## src/rtl/tlv320_i2c_target_pkg.sv

```systemverilog
// Shared types and constants for the TLV320/WM8731 write-only I2C control target.
package tlv320_i2c_target_pkg;

  typedef enum logic [2:0] {
    ST_IDLE, ST_ADDR, ST_ACK_A, ST_BYTE1, ST_ACK_1, ST_BYTE2, ST_ACK_2, ST_IGNORE
  } state_e;

  localparam logic [6:0] DEV_ADDR_TLV320 = 7'h1A;
  localparam int         REG_ADDR_W      = 7;
  localparam int         REG_DATA_W      = 9;

  // States where an own-address frame is in flight and a START/STOP means abort.
  function automatic logic frame_open(input state_e s);
    return (s == ST_ACK_A) || (s == ST_BYTE1) || (s == ST_ACK_1) || (s == ST_BYTE2);
  endfunction

  function automatic state_e ack_next(input state_e s);
    case (s)
      ST_ACK_A: return ST_BYTE1;
      ST_ACK_1: return ST_BYTE2;
      default:  return ST_IGNORE;
    endcase
  endfunction

endpackage

```

## src/rtl/tlv320_i2c_target_line_filter.sv

```systemverilog
// 2-FF synchroniser plus optional persistence filter for one I2C line.
// The filter is present only when TLV320_I2C_TARGET_GLITCH_FILT_EN is defined.
module i2c_line_filter #(
  parameter int FILT_LEN = 3
) (
  input  logic i_clk,
  input  logic i_rst,
  input  logic i_raw,
  output logic o_level,
  output logic o_rise,
  output logic o_fall
);

  logic [1:0] r_sync;
  logic       r_level_d;
  logic       w_level;

  // Preset high so reset looks like an idle bus and creates no edges.
  always_ff @(posedge i_clk or posedge i_rst) begin
    if (i_rst) r_sync <= 2'b11;
    else       r_sync <= {r_sync[0], i_raw};
  end

`ifdef TLV320_I2C_TARGET_GLITCH_FILT_EN
  logic [3:0] r_cnt;
  logic       r_filt;

  // Counts consecutive samples disagreeing with the current level.
  always_ff @(posedge i_clk or posedge i_rst) begin
    if (i_rst) begin
      r_filt <= 1'b1;
      r_cnt  <= '0;
    end else if (r_sync[1] != r_filt) begin
      if (r_cnt == 4'(FILT_LEN - 1)) begin
        r_filt <= r_sync[1];
        r_cnt  <= '0;
      end else begin
        r_cnt  <= r_cnt + 4'd1;
      end
    end else begin
      r_cnt <= '0;
    end
  end

  assign w_level = r_filt;
`else
  assign w_level = r_sync[1];
`endif

  always_ff @(posedge i_clk or posedge i_rst) begin
    if (i_rst) r_level_d <= 1'b1;
    else       r_level_d <= w_level;
  end

  assign o_level = w_level;
  assign o_rise  =  w_level & ~r_level_d;
  assign o_fall  = ~w_level &  r_level_d;

endmodule

```

## src/rtl/tlv320_i2c_target.sv

```systemverilog
// Write-only I2C target decoding the 7-bit address / 9-bit data codec control word.
// Define TLV320_I2C_TARGET_GLITCH_FILT_EN to enable the FILT_LEN persistence filter.
module tlv320_i2c_target
  import tlv320_i2c_target_pkg::*;
#(
  parameter logic [6:0] DEV_ADDR = DEV_ADDR_TLV320,
  parameter int         FILT_LEN = 3
) (
  input  logic                  inclk,
  input  logic                  rst,
  input  logic                  i2c_scl,
  input  logic                  i2c_sda_i,
  output logic                  i2c_sda_oe,
  output logic                  wr_valid,
  output logic [REG_ADDR_W-1:0] reg_addr,
  output logic [REG_DATA_W-1:0] reg_data,
  output logic                  busy,
  output logic                  abort
);

  logic w_scl_lvl, w_scl_rise, w_scl_fall;
  logic w_sda_lvl, w_sda_rise, w_sda_fall;
  logic w_start, w_stop;

  i2c_line_filter #(.FILT_LEN(FILT_LEN)) u_scl (
    .i_clk(inclk), .i_rst(rst), .i_raw(i2c_scl),
    .o_level(w_scl_lvl), .o_rise(w_scl_rise), .o_fall(w_scl_fall)
  );

  i2c_line_filter #(.FILT_LEN(FILT_LEN)) u_sda (
    .i_clk(inclk), .i_rst(rst), .i_raw(i2c_sda_i),
    .o_level(w_sda_lvl), .o_rise(w_sda_rise), .o_fall(w_sda_fall)
  );

  assign w_start = w_sda_fall & w_scl_lvl;
  assign w_stop  = w_sda_rise & w_scl_lvl;

  state_e                r_state;
  logic [3:0]            r_bitcnt;  // bits sampled in the current byte, 0..8
  logic [7:0]            r_shift;
  logic [7:0]            r_byte1;
  logic                  r_sda_oe;
  logic                  r_wr_valid;
  logic [REG_ADDR_W-1:0] r_reg_addr;
  logic [REG_DATA_W-1:0] r_reg_data;
  logic                  r_busy;
  logic                  r_abort;

  always_ff @(posedge inclk or posedge rst) begin
    if (rst) begin
      r_state    <= ST_IDLE;
      r_bitcnt   <= '0;
      r_shift    <= '0;
      r_byte1    <= '0;
      r_sda_oe   <= 1'b0;
      r_wr_valid <= 1'b0;
      r_reg_addr <= '0;
      r_reg_data <= '0;
      r_busy     <= 1'b0;
      r_abort    <= 1'b0;
    end else begin
      r_wr_valid <= 1'b0;
      r_abort    <= 1'b0;
      // Bus conditions win over any coincident SCL edge.
      if (w_start || w_stop) begin
        r_abort  <= frame_open(r_state);
        r_state  <= w_start ? ST_ADDR : ST_IDLE;
        r_busy   <= w_start;
        r_bitcnt <= '0;
        r_sda_oe <= 1'b0;
      end else begin
        case (r_state)
          ST_ADDR, ST_BYTE1, ST_BYTE2: begin
            if (w_scl_rise && r_bitcnt != 4'd8) begin
              r_shift  <= {r_shift[6:0], w_sda_lvl};
              r_bitcnt <= r_bitcnt + 4'd1;
              if (r_state == ST_BYTE2 && r_bitcnt == 4'd7) begin
                r_reg_addr <= r_byte1[7:1];
                r_reg_data <= {r_byte1[0], r_shift[6:0], w_sda_lvl};
                r_wr_valid <= 1'b1;
              end
            end else if (w_scl_fall && r_bitcnt == 4'd8) begin
              r_bitcnt <= '0;
              if (r_state == ST_ADDR) begin
                if (r_shift == {DEV_ADDR, 1'b0}) begin
                  r_state  <= ST_ACK_A;
                  r_sda_oe <= 1'b1;
                end else begin
                  r_state  <= ST_IGNORE;
                end
              end else begin
                if (r_state == ST_BYTE1) r_byte1 <= r_shift;
                r_state  <= (r_state == ST_BYTE1) ? ST_ACK_1 : ST_ACK_2;
                r_sda_oe <= 1'b1;
              end
            end
          end
          ST_ACK_A, ST_ACK_1, ST_ACK_2: begin
            if (w_scl_fall) begin
              r_sda_oe <= 1'b0;
              r_state  <= ack_next(r_state);
            end
          end
          default: ;
        endcase
      end
    end
  end

  assign i2c_sda_oe = r_sda_oe;
  assign wr_valid   = r_wr_valid;
  assign reg_addr   = r_reg_addr;
  assign reg_data   = r_reg_data;
  assign busy       = r_busy;
  assign abort      = r_abort;

endmodule

```

## config.mk

```make
export PLATFORM = sky130hd
export DESIGN_NAME = tlv320_i2c_target
export DESIGN_NICKNAME = d
export VERILOG_FILES = /design/src/rtl/tlv320_i2c_target_pkg.sv /design/src/rtl/tlv320_i2c_target_line_filter.sv /design/src/rtl/tlv320_i2c_target.sv
export SDC_FILE = /design/constraint.sdc
export NUM_CORES = 1
export LEC_CHECK = 0
export BUFFER_PORTS_ARGS = -buffer_cell sky130_fd_sc_hd__buf_2
export CAP_MARGIN = 25
export CORE_MARGIN = 5
export CORE_UTILIZATION = 57
export DETAILED_ROUTE_END_ITERATION = 8
export PLACE_DENSITY = 0.8
export SYNTH_ARGS = -nofsm -noshare
export SYNTH_HDL_FRONTEND = slang
export SYNTH_SLANG_ARGS = --single-unit
```

## constraint.sdc

```tcl
create_clock -name inclk -period 2.7 [get_ports inclk]
set_clock_uncertainty 0.05 [all_clocks]
set_input_delay 0.675 -clock inclk [delete_from_list [all_inputs] [get_ports inclk]]
set_output_delay 0.675 -clock inclk [all_outputs]
set_load 0.02 [all_outputs]
```

# [Yosys cells after proc, flatten, opt, wreduce, memory -nomap -nowiden]
# Cells that the tools add are included.
# W data, S select, Z words.
[totals] ff_bits=49 inputBits=4 out_inout_bits=20 elab_cells=86
[op_classes] addsub=1 n_eq_ne=14 n_mux=26 bitwise=13 n_reduce_logical=18
[ops] op="$mux W3" n=6
[ops] op="$mux W4" n=4
[ops] op="$mux W1" n=12
[ops] op="$pmux W3 S2" n=2
[ops] op="$eq A3 B3 Y1 const B" n=3
[ops] op="$ne A3 B3 Y1 const B" n=3
[ops] op="$eq A8 B6 Y1 const B" n=1
[ops] op="$ne A4 B4 Y1 const B" n=2
[ops] op="$reduce_and A4 Y1" n=2
[ops] op="$not A1 Y1" n=7
[ops] op="$and A1 B1 Y1" n=6
[ops] op="$eq A3 B2 Y1 const B" n=2
[ops] op="$reduce_and A6 Y1" n=1
[ops] op="$reduce_bool A3 Y1" n=2
[ops] op="$reduce_or A3 Y1" n=2
[ops] op="$reduce_and A5 Y1" n=1
[ops] op="$add A4 B1 Y4 const B" n=1
[ops] op="$eq A4 B3 Y1 const B" n=1
[ops] op="$eq A4 B4 Y1 const B" n=1
[ops] op="$logic_or A1 B1 Y1" n=4
[ops] op="$eq A3 B1 Y1 const B" n=1
[ops] op="$logic_and A1 B1 Y1" n=3
[ops] op="$reduce_and A3 Y1" n=1
[ops] op="$mux W2" n=1
[ops] op="3 further kinds" n=3

# [Logic depth before layout (Yosys ltp)]
# Gate-level depths: netlist (run 1).
[depth] depth_word=7 depth_mapped=7 depth_no_buf=7

# [By module]
# From an unflattened synthesis (run 1), not the netlist that was laid out.
[hier_totals] cells_unflattened=154 hier_area_um2=2113.3
[modules_own_cells] mod="tlv320_i2c_target" n_inst=1 cells_per_inst=142 area_each_um2=1918.1 seq_area_each_um2=1076.0
[modules_own_cells] mod="i2c_line_filter" n_inst=2 cells_per_inst=6 area_each_um2=97.6 seq_area_each_um2=78.8

# [Worst setup path after synthesis (run 1)]
# Ideal clock, no wire load.
[synth_path] path_type="flip-flop to flip-flop" startpoint="reg r_bitcnt[0]" endpoint="reg r_reg_addr[0] (netlist: reg_addr[0])" setup_ns=0.125 arrival_ns=1.744 t_required_ns=2.525 path_slack_ns=0.781 path_stages_with_launch=8 n_path_buf=1 period_less_slack_ns=1.919 path_cell_list="dfrtp_1 > inv_1 > ha_1 > nand3b_1 > and3b_1 > nor3b_4 > buf_12 > mux2_4"
[synth_between] elab_chain_len=3 elab_cells_between_ends=5 cone_classes="eq/ne: 2; reduce/logical: 3"
[synth_rtl] item="start, declared" line_no="tlv320_i2c_target.sv:39" source="logic [3:0] r_bitcnt;"
[synth_rtl] item="start signal, assigned" line_no="tlv320_i2c_target.sv:76" source="r_bitcnt <= r_bitcnt + 4'd1;"
[synth_rtl] item="$ne A4 B4 Y1 or $eq A4 B3 Y1 (tied branches)" line_no="tlv320_i2c_target.sv:74, tlv320_i2c_target.sv:77"
[synth_rtl] item="$logic_and A1 B1 Y1, on equally long branches" line_no="tlv320_i2c_target.sv:74, tlv320_i2c_target.sv:77"
[synth_rtl] item="$reduce_and A4 Y1 (no line) (*)"
[synth_rtl] item="end signal, assigned" line_no="tlv320_i2c_target.sv:78" source="r_reg_addr <= r_byte1[7:1];"
[synth_rtl] item="end, declared" line_no="tlv320_i2c_target.sv:44" source="logic [REG_ADDR_W-1:0] r_reg_addr;"
# Mark *: on every way between the ends. The rest lies on a longest branch, timed or not.
# A chain may end at the register's enable or synchronous reset.

# [Worst setup path after layout (run 1)]
[layout_path] startpoint="reg r_bitcnt[0]" endpoint="reg r_reg_data[8] (netlist: reg_data[8])"
[layout_between] elab_chain_len=3 elab_cells_between_ends=5 cone_classes="eq/ne: 2; reduce/logical: 3"
[layout_rtl] item="$ne A4 B4 Y1 or $eq A4 B3 Y1 (tied branches)" line_no="tlv320_i2c_target.sv:74, tlv320_i2c_target.sv:77"
[layout_rtl] item="$logic_and A1 B1 Y1, on equally long branches" line_no="tlv320_i2c_target.sv:74, tlv320_i2c_target.sv:77"
[layout_rtl] item="$reduce_and A4 Y1 (no line) (*)"
[layout_rtl] item="end signal, assigned" line_no="tlv320_i2c_target.sv:79" source="r_reg_data <= {r_byte1[0], r_shift[6:0], w_sda_lvl};"
[layout_rtl] item="end, declared" line_no="tlv320_i2c_target.sv:45" source="logic [REG_DATA_W-1:0] r_reg_data;"
# Marks and branches as above.

==> results of run 1 <==
placed cells by master, fill, tap and decap left out, drive strengths merged, types with 2 or more instances in the layout:
cell type and instances:
dfrtp 43, mux2 32, buf 26, nor2 9
clkbuf 7, dfstp 6, nand2 5, o21ai 5
nand2b 4, inv 4, xor2 3, nor2b 3
a21oi 3, and2 2, nand3b 2, nor4 2
nor3 2, a22oi 2, ha 2, nand3 2
kinds of logic (layout without fill, tap and decap cells):
| group | Yosys count | after routing | share of synthesized area (%) |
|---|---|---|---|
| AND/OR/NAND/NOR | 39 | 39 | 11.6 |
| flip-flops | 49 | 49 | 58.7 |
| XOR/XNOR | 3 | 3 | 1.25 |
| multiplexers | 32 | 32 | 18.9 |
| AO/OA/AOI/OAI | 17 | 17 | 5.36 |
| buffers and inverters | 9 | 37 | 2.98 |
| adder cells (fa/ha/maj) | 2 | 2 | 1.19 |
worst reg2reg max path, delay by kind of cell, from the launching register on:
family                   cells  cell delay (ns)
adder cells (fa/ha/maj)      1             0.21
buffers and inverters        2             0.38
flip-flops                   1             0.40
multiplexers                 1             0.39
AND/OR/NAND/NOR              3             0.62
state kept, by name, indices dropped and copies added (netlist names), 2 cells and up:
name / count
u_sda.r_sync: 2
reg_data: 9
reg_addr: 7
r_byte1: 8
r_bitcnt: 4
u_scl.r_sync: 2
r_state: 3
r_shift: 8
metrics by stage:
step | worst slack, ns | power, mW
6_report | 0.546 | 1.53
3_3_place_gp | 0.721 | 1.05
2_1_floorplan | 0.781 | 1.01
3_5_place_dp | 0.613 | 1.07
5_1_grt | 0.449 | 1.61
4_1_cts | 0.549 | 1.55
power groups by stage:
stage | logic (mW) | registers (mW) | clock network [mW]
2_1_floorplan | 0.140 | 0.873 | 0
3_3_place_gp | 0.152 | 0.899 | 0
3_5_place_dp | 0.163 | 0.908 | 0
4_1_cts | 0.165 | 0.894 | 0.494
5_1_grt | 0.180 | 0.908 | 0.527
6_report | 0.161 | 0.895 | 0.479
worst max-delay path by stage:
stage | slack (ns) | startpoint | endpoint | cells past startpoint
finish | 0.55 | r_bitcnt[0] | reg_data[8] | 7
global route | 0.45 | r_bitcnt[0] | r_byte1[2] | 6
CTS | 0.55 | r_bitcnt[0] | reg_data[8] | 7
detailed placement | 0.61 | r_bitcnt[0] | reg_data[8] | 7
global placement | 0.72 | u_sda.r_sync[1] | reg_data[8] | 5
floorplan | 0.78 | r_bitcnt[0] | reg_addr[0] | 7
per-layer routing:
metal / up-vias / wire length (um)
li1: 585 / -
met1: 622 / 1650
met2: 26 / 1810
met3: 4 / 137
met4: 0 / 33
met5: - / 0
layout make-up:
cell class	count	area [um2]
Clock buffer	7	96.3
Inverter	3	11.3
Timing Repair Buffer	26	138
Clock inverter	1	8.76
Multi-Input combinational cell	93	806
Fill cell	277	1250
Tap cell	48	60.1
Sequential cell	49	1230
==> qor.txt, run 1 <==
GRT Overall Usage: 15.8%
Initial core utilization: 58.3%
VDD IR-drop max: 0.377 mV
DRC Markers: 0
Worst stage delay on the critical path: 0.40 ns
Synthesis Warnings: 0
Post-Syn Area: 2100 um2
Die width: 70.7 um
Clock transition at path regs: 0.09 ns
Hold endpoint: u_scl.r_sync[1]
Bufs and invs on worst path: 2
Ranking of synthesized cells by area: dfrtp_1 (51%), mux2_2 (12%), dfstp_2 (7.5%), mux2_4 (7.1%), nor2_1 (1.6%)
Core Region: 3610 um2
Final nets: 184
Worst Path Max Fanout: 16
Switching Share: 26.4%
Grt ovf: 0
Tightest Pin Transition: 0.577 ns
Post-synthesis async set-or-reset flop share: 100%
Leakage power: 1.18 nW
RR Startpoint: r_bitcnt[0]
Class of the most critical hold timing path: flip-flop to flip-flop
Min Tclk post-route: 2.15 ns
Met2 Track Usage GR: 24.5%
Hold WS: 0.309 ns
GRT busiest layer: met2
Fmax achieved: 464 MHz
Total Die Area: 5000 um2
RSZ-0062 raised after global routing: no
Setup_tns: 0 ns
Post-CTS setup buffers: 0
Post-synth top area share: 51.2%
Ports: 24
Design area: 2350 um2
Hold Vio Cnt, Final: 0
Main flop type after synthesis: dfrtp_1
Routed via count: 1237
CP startpoint kind: flip-flop
Post-DP HPWL: 2440 um
Vias in the first global route: 1318
Max_cap viols: 0
Reg2reg setup slack: 0.55 ns
Combinational Power Share: 10.5%
Syn_nets: 157
N_diodes: 0
Tcrit/Tclk final: 79.8%
Max-slew violations: 0
Post-synth EDFFs: 0
Routed Antenna Nets: 0
Worst EP required: 2.84 ns
Outcome: completed
Final setup viols: 0
Vias/cell: 5.45
Max-slew headroom: 61.5%
Die height: 70.7 um
CP max-delay cell: dfrtp_1
HP Start: u_scl.r_sync[0]
Power share of the sequential group: 58.3%
Register area share after synthesis: 58.7%
Switching Power: 0.405 mW
Hold_buf cts: 0
Area leader, netlist: dfrtp_1
Cells on Worst Hold Path: 0
Area growth syn-to-layout: 12.0%
Clock network power share: 31.2%
Syn Area/Cell: 13.9 um2
Routed wire length per instance: 16.0 um
CTS Sinks: 49
Critical path, cell by cell: inv_1, ha_1, nand3b_1, and3b_1, nor3b_4, buf_4, mux2_2
Post-DP Area: 2250 um2
Critical Path Sink Type: flip-flop
GPL Wtd Cong: 0.819
Crit Path Category: flip-flop to flip-flop
#FFs+latches synth: 49
Row cnt: 22
Worst Reg-to-Reg Cells: 7
Root Buffer: clkbuf_8
Top-count cell post-synth: dfrtp_1
Clock Tree Buf Depth: 2
Cell variety after synth: 39
Pwr Density: 652 nW/um2
Pint: 1.13 mW
Grt met1 use: 22.0%
Met3 Use GR: 3.55%
H-tree levels: 2
Finished Layout Cells: 227
Post-Route WL: 3640 um
Delay-heaviest family, CP: simple AND/OR/NAND/NOR gates
Total CTS buffers: 5
Synth Instances: 151
Post_cts resized: 0
PortBufs: 23
Fin util: 65.3%
First-pass DRT Iterations: 4
Post-Place Cells: 219
Arr. time, crit path: 2.29 ns
Initial antenna violation count: 0
Critical R2R Capture: reg_data[8]
1st-iter DRT viols: 65
Top post-synthesis cells by count: dfrtp_1 (43), mux2_2 (22), mux2_4 (10)
Clk_lat worst skew: 0.30 ns
First-pass GRT wire length: 6310 um
Layout cell share with drive strength beyond 1: 42.5%
CTS tree: built
Largest net degree at the start of global routing: 50
Power figures use the tool's default switching activity.
==> run 2: changes to the inputs <==
--- a/config.mk
+++ b/config.mk
@@ -8,9 +8,9 @@
 export BUFFER_PORTS_ARGS = -buffer_cell sky130_fd_sc_hd__buf_2
 export CAP_MARGIN = 25
 export CORE_MARGIN = 5
-export CORE_UTILIZATION = 57
+export CORE_UTILIZATION = 51
 export DETAILED_ROUTE_END_ITERATION = 8
-export PLACE_DENSITY = 0.8
+export PLACE_DENSITY = 0.76
 export SYNTH_ARGS = -nofsm -noshare
 export SYNTH_HDL_FRONTEND = slang
 export SYNTH_SLANG_ARGS = --single-unit
==> constraint.sdc (replaced) <==
create_clock -name inclk -period 1.9 [get_ports inclk]
set_clock_uncertainty 0.05 [all_clocks]
set_input_delay 0.475 -clock inclk [delete_from_list [all_inputs] [get_ports inclk]]
set_output_delay 0.475 -clock inclk [all_outputs]
set_load 0.02 [all_outputs]
==> run 2 against run 1 <==
Net effect:
- worst hold slack worse by 0.22 ns
- setup slack got worse by 0.52 ns
- wire length rose by 7.6%
- count of clock-buffer cells in the layout down 2
- via count up 7.6%
- final cell count increased by 10%
- sequential power up 36%
- combinational power grew 150%
- core utilization shrank 0.71 points
- critical path type unchanged
- largest cell class unchanged
==> qor.txt, run 2 (synthesis gave the netlist of run 1 again) <==
Vias in the first global route: 1428 (was 1318)
Arr. time, crit path: 2.02 ns (was 2.29 ns)
Post-DP HPWL: 2720 um (was 2440 um)
Most common cell after layout, fill and taps aside: dfrtp_1 (unchanged)
Vias/cell: 5.32 (was 5.45)
Final setup viols: 0 (unchanged)
Pint: 1.63 mW (was 1.13 mW)
Root Buffer: clkbuf_8 (unchanged)
Max reg flops: 9 (unchanged)
Delay-heaviest family, CP: simple AND/OR/NAND/NOR gates (unchanged)
Core Region: 4000 um2 (was 3610 um2)
CP max-delay cell: dfrtp_1 (unchanged)
Die height: 74.2 um (was 70.7 um)
Setup_tns: 0 ns (unchanged)
Switching Power: 0.619 mW (was 0.405 mW)
CTS tree: built (unchanged)
Bufs and invs on worst path: 2 (unchanged)
Worst EP required: 2.04 ns (was 2.84 ns)
Routed wire length per instance: 15.6 um (was 16.0 um)
Hold Vio Cnt, Final: 0 (unchanged)
Routed Antenna Nets: 0 (unchanged)
PortBufs: 23 (unchanged)
Die width: 74.2 um (was 70.7 um)
Hold_buf cts: 0 (unchanged)
Switching Share: 27.6% (was 26.4%)
Worst stage delay on the critical path: 0.40 ns (about the same)
CTS Sinks: 49 (unchanged)
Tightest Pin Transition: 0.401 ns (was 0.577 ns)
DRC Markers: 0 (unchanged)
Critical path, cell by cell: inv_2, ha_2, nand3b_1, and3b_1, nor3b_4, buf_4, mux2_4 (was inv_1, ha_1, nand3b_1, and3b_1, nor3b_4, buf_4, mux2_2)
Grt ovf: 0 (unchanged)
N_diodes: 0 (unchanged)
H-tree levels: 2 (unchanged)
Row cnt: 23 (was 22)
Class of the most critical hold timing path: input port to async pin (was flip-flop to flip-flop)
Total CTS buffers: 5 (unchanged)
VDD IR-drop max: 0.761 mV (was 0.377 mV)
Clock Tree Buf Depth: 2 (unchanged)
Power share of the sequential group: 54.5% (was 58.3%)
Initial core utilization: 52.5% (was 58.3%)
Total Die Area: 5510 um2 (was 5000 um2)
GRT Overall Usage: 16.4% (was 15.8%)
Post-DP Area: 2390 um2 (was 2250 um2)
RSZ-0062 raised after global routing: yes (was no)
Largest net degree at the start of global routing: 33 (was 50)
Tcrit/Tclk final: 98.7% (was 79.8%)
CP startpoint kind: flip-flop (unchanged)
Routed via count: 1331 (was 1237)
Final nets: 205 (was 184)
Ports: 24 (unchanged)
Initial antenna violation count: 0 (unchanged)
Layout cell share with drive strength beyond 1: 52.0% (was 42.5%)
1st-iter DRT viols: 48 (was 65)
Combinational Power Share: 17.7% (was 10.5%)
Clock network power share: 27.8% (was 31.2%)
Most frequent cells in the layout: dfrtp_1 (43), buf_2 (23), buf_4 (20) (was dfrtp_1 (43), buf_2 (23), mux2_2 (22))
Design area: 2580 um2 (was 2350 um2)
Min Tclk post-route: 1.88 ns (was 2.15 ns)
Clock transition at path regs: 0.10 ns (was 0.09 ns)
Worst Path Max Fanout: 4 (was 16)
Outcome: completed (unchanged)
First-pass DRT Iterations: 4 (unchanged)
Max-slew violations: 0 (unchanged)
Fmax achieved: 533 MHz (was 464 MHz)
Leakage power: 1.30 nW (was 1.18 nW)
Max-slew headroom: 73.2% (was 61.5%)
Max_cap viols: 0 (unchanged)
GPL Wtd Cong: 0.797 (was 0.819)
Post-Route WL: 3910 um (was 3640 um)
First-pass GRT wire length: 6840 um (was 6310 um)
Critical Path Sink Type: flip-flop (unchanged)
Clk_lat worst skew: 0.31 ns (was 0.30 ns)
Area growth syn-to-layout: 22.9% (was 12.0%)
Crit Path Category: flip-flop to flip-flop (unchanged)
Pwr Density: 869 nW/um2 (was 652 nW/um2)
## run 2: cell count changes in the layout (fill, tap and decap cells not counted), moves of 2 or more
cell and change:
nor2b_1 -2, mux2_4 +6, mux2_2 -6, buf_4 +17
clkbuf_8 -2, buf_6 +3
## run 2: worst paths after layout
check	startpoint	endpoint	slack, ns	cells past startpoint
worst max-delay path	r_bitcnt[0]	reg_data[5]	0.02	7
worst min-delay path	rst	i2c_sda_oe	0.09	2
worst max register to register	r_bitcnt[0]	reg_data[5]	0.02	7
worst min register to register	u_scl.r_sync[0]	u_scl.r_sync[1]	0.31	0
max in group asynchronous	rst	r_byte1[3]	1.21	3
min in group inclk	i2c_scl	u_scl.r_sync[0]	0.22	1
## run 2: layer usage
| metal | vias to the layer above | GRT usage (%) | part of all wire, % |
|---|---|---|---|
| met2 | 29 | 26.7 | 49 |
| met3 | 6 | 3.51 | 3.6 |
| met1 | 670 | 21.7 | 46 |
| li1 | 626 | - | - |
| met5 | - | 0 | 0 |
| met4 | 0 | 6.04 | 1.6 |
## run 2: power groups by stage
| stage | clock (mW) | combinational, mW | sequential, mW |
|---|---|---|---|
| 6_report | 0.624 | 0.398 | 1.22 |
| 3_3_place_gp | 0 | 0.346 | 1.24 |
| 3_5_place_dp | 0 | 0.362 | 1.25 |
| 2_1_floorplan | 0 | 0.200 | 1.24 |
| 4_1_cts | 0.636 | 0.382 | 1.22 |
| 5_1_grt | 0.671 | 0.441 | 1.24 |
## run 2: layout make-up
cell class                 count  area, um2
sequential                    49       1230
clock buffer                   5       68.8
tap                           50       62.6
fill                         286       1420
inverter                       3       11.3
multi-input combinational     93        866
timing repair buffer          47        319
clock inverter                 3       21.3
## run 2: what timing repair did
item,CTS,global route
cloned,1,0
pin swaps,1,2
buffers inserted,3,0
endpoints found under the setup margin,7,38
gates resized for setup,3,17
## run 2: through the flow
stage	total power, mW	utilization [%]	setup slack, ns	instances	hold WS (ns)
after global routing	2.35	64.6	-0.0909	250	0.125
final	2.24	64.6	0.0239	250	0.0904
after CTS	2.24	63.0	0.000898	250	0.0961
after global placement	1.58	59.8	0.0610	238	0.297
after floorplan	1.44	-	0.00572	151	0.295
after detailed placement	1.61	59.8	-0.00583	238	0.302
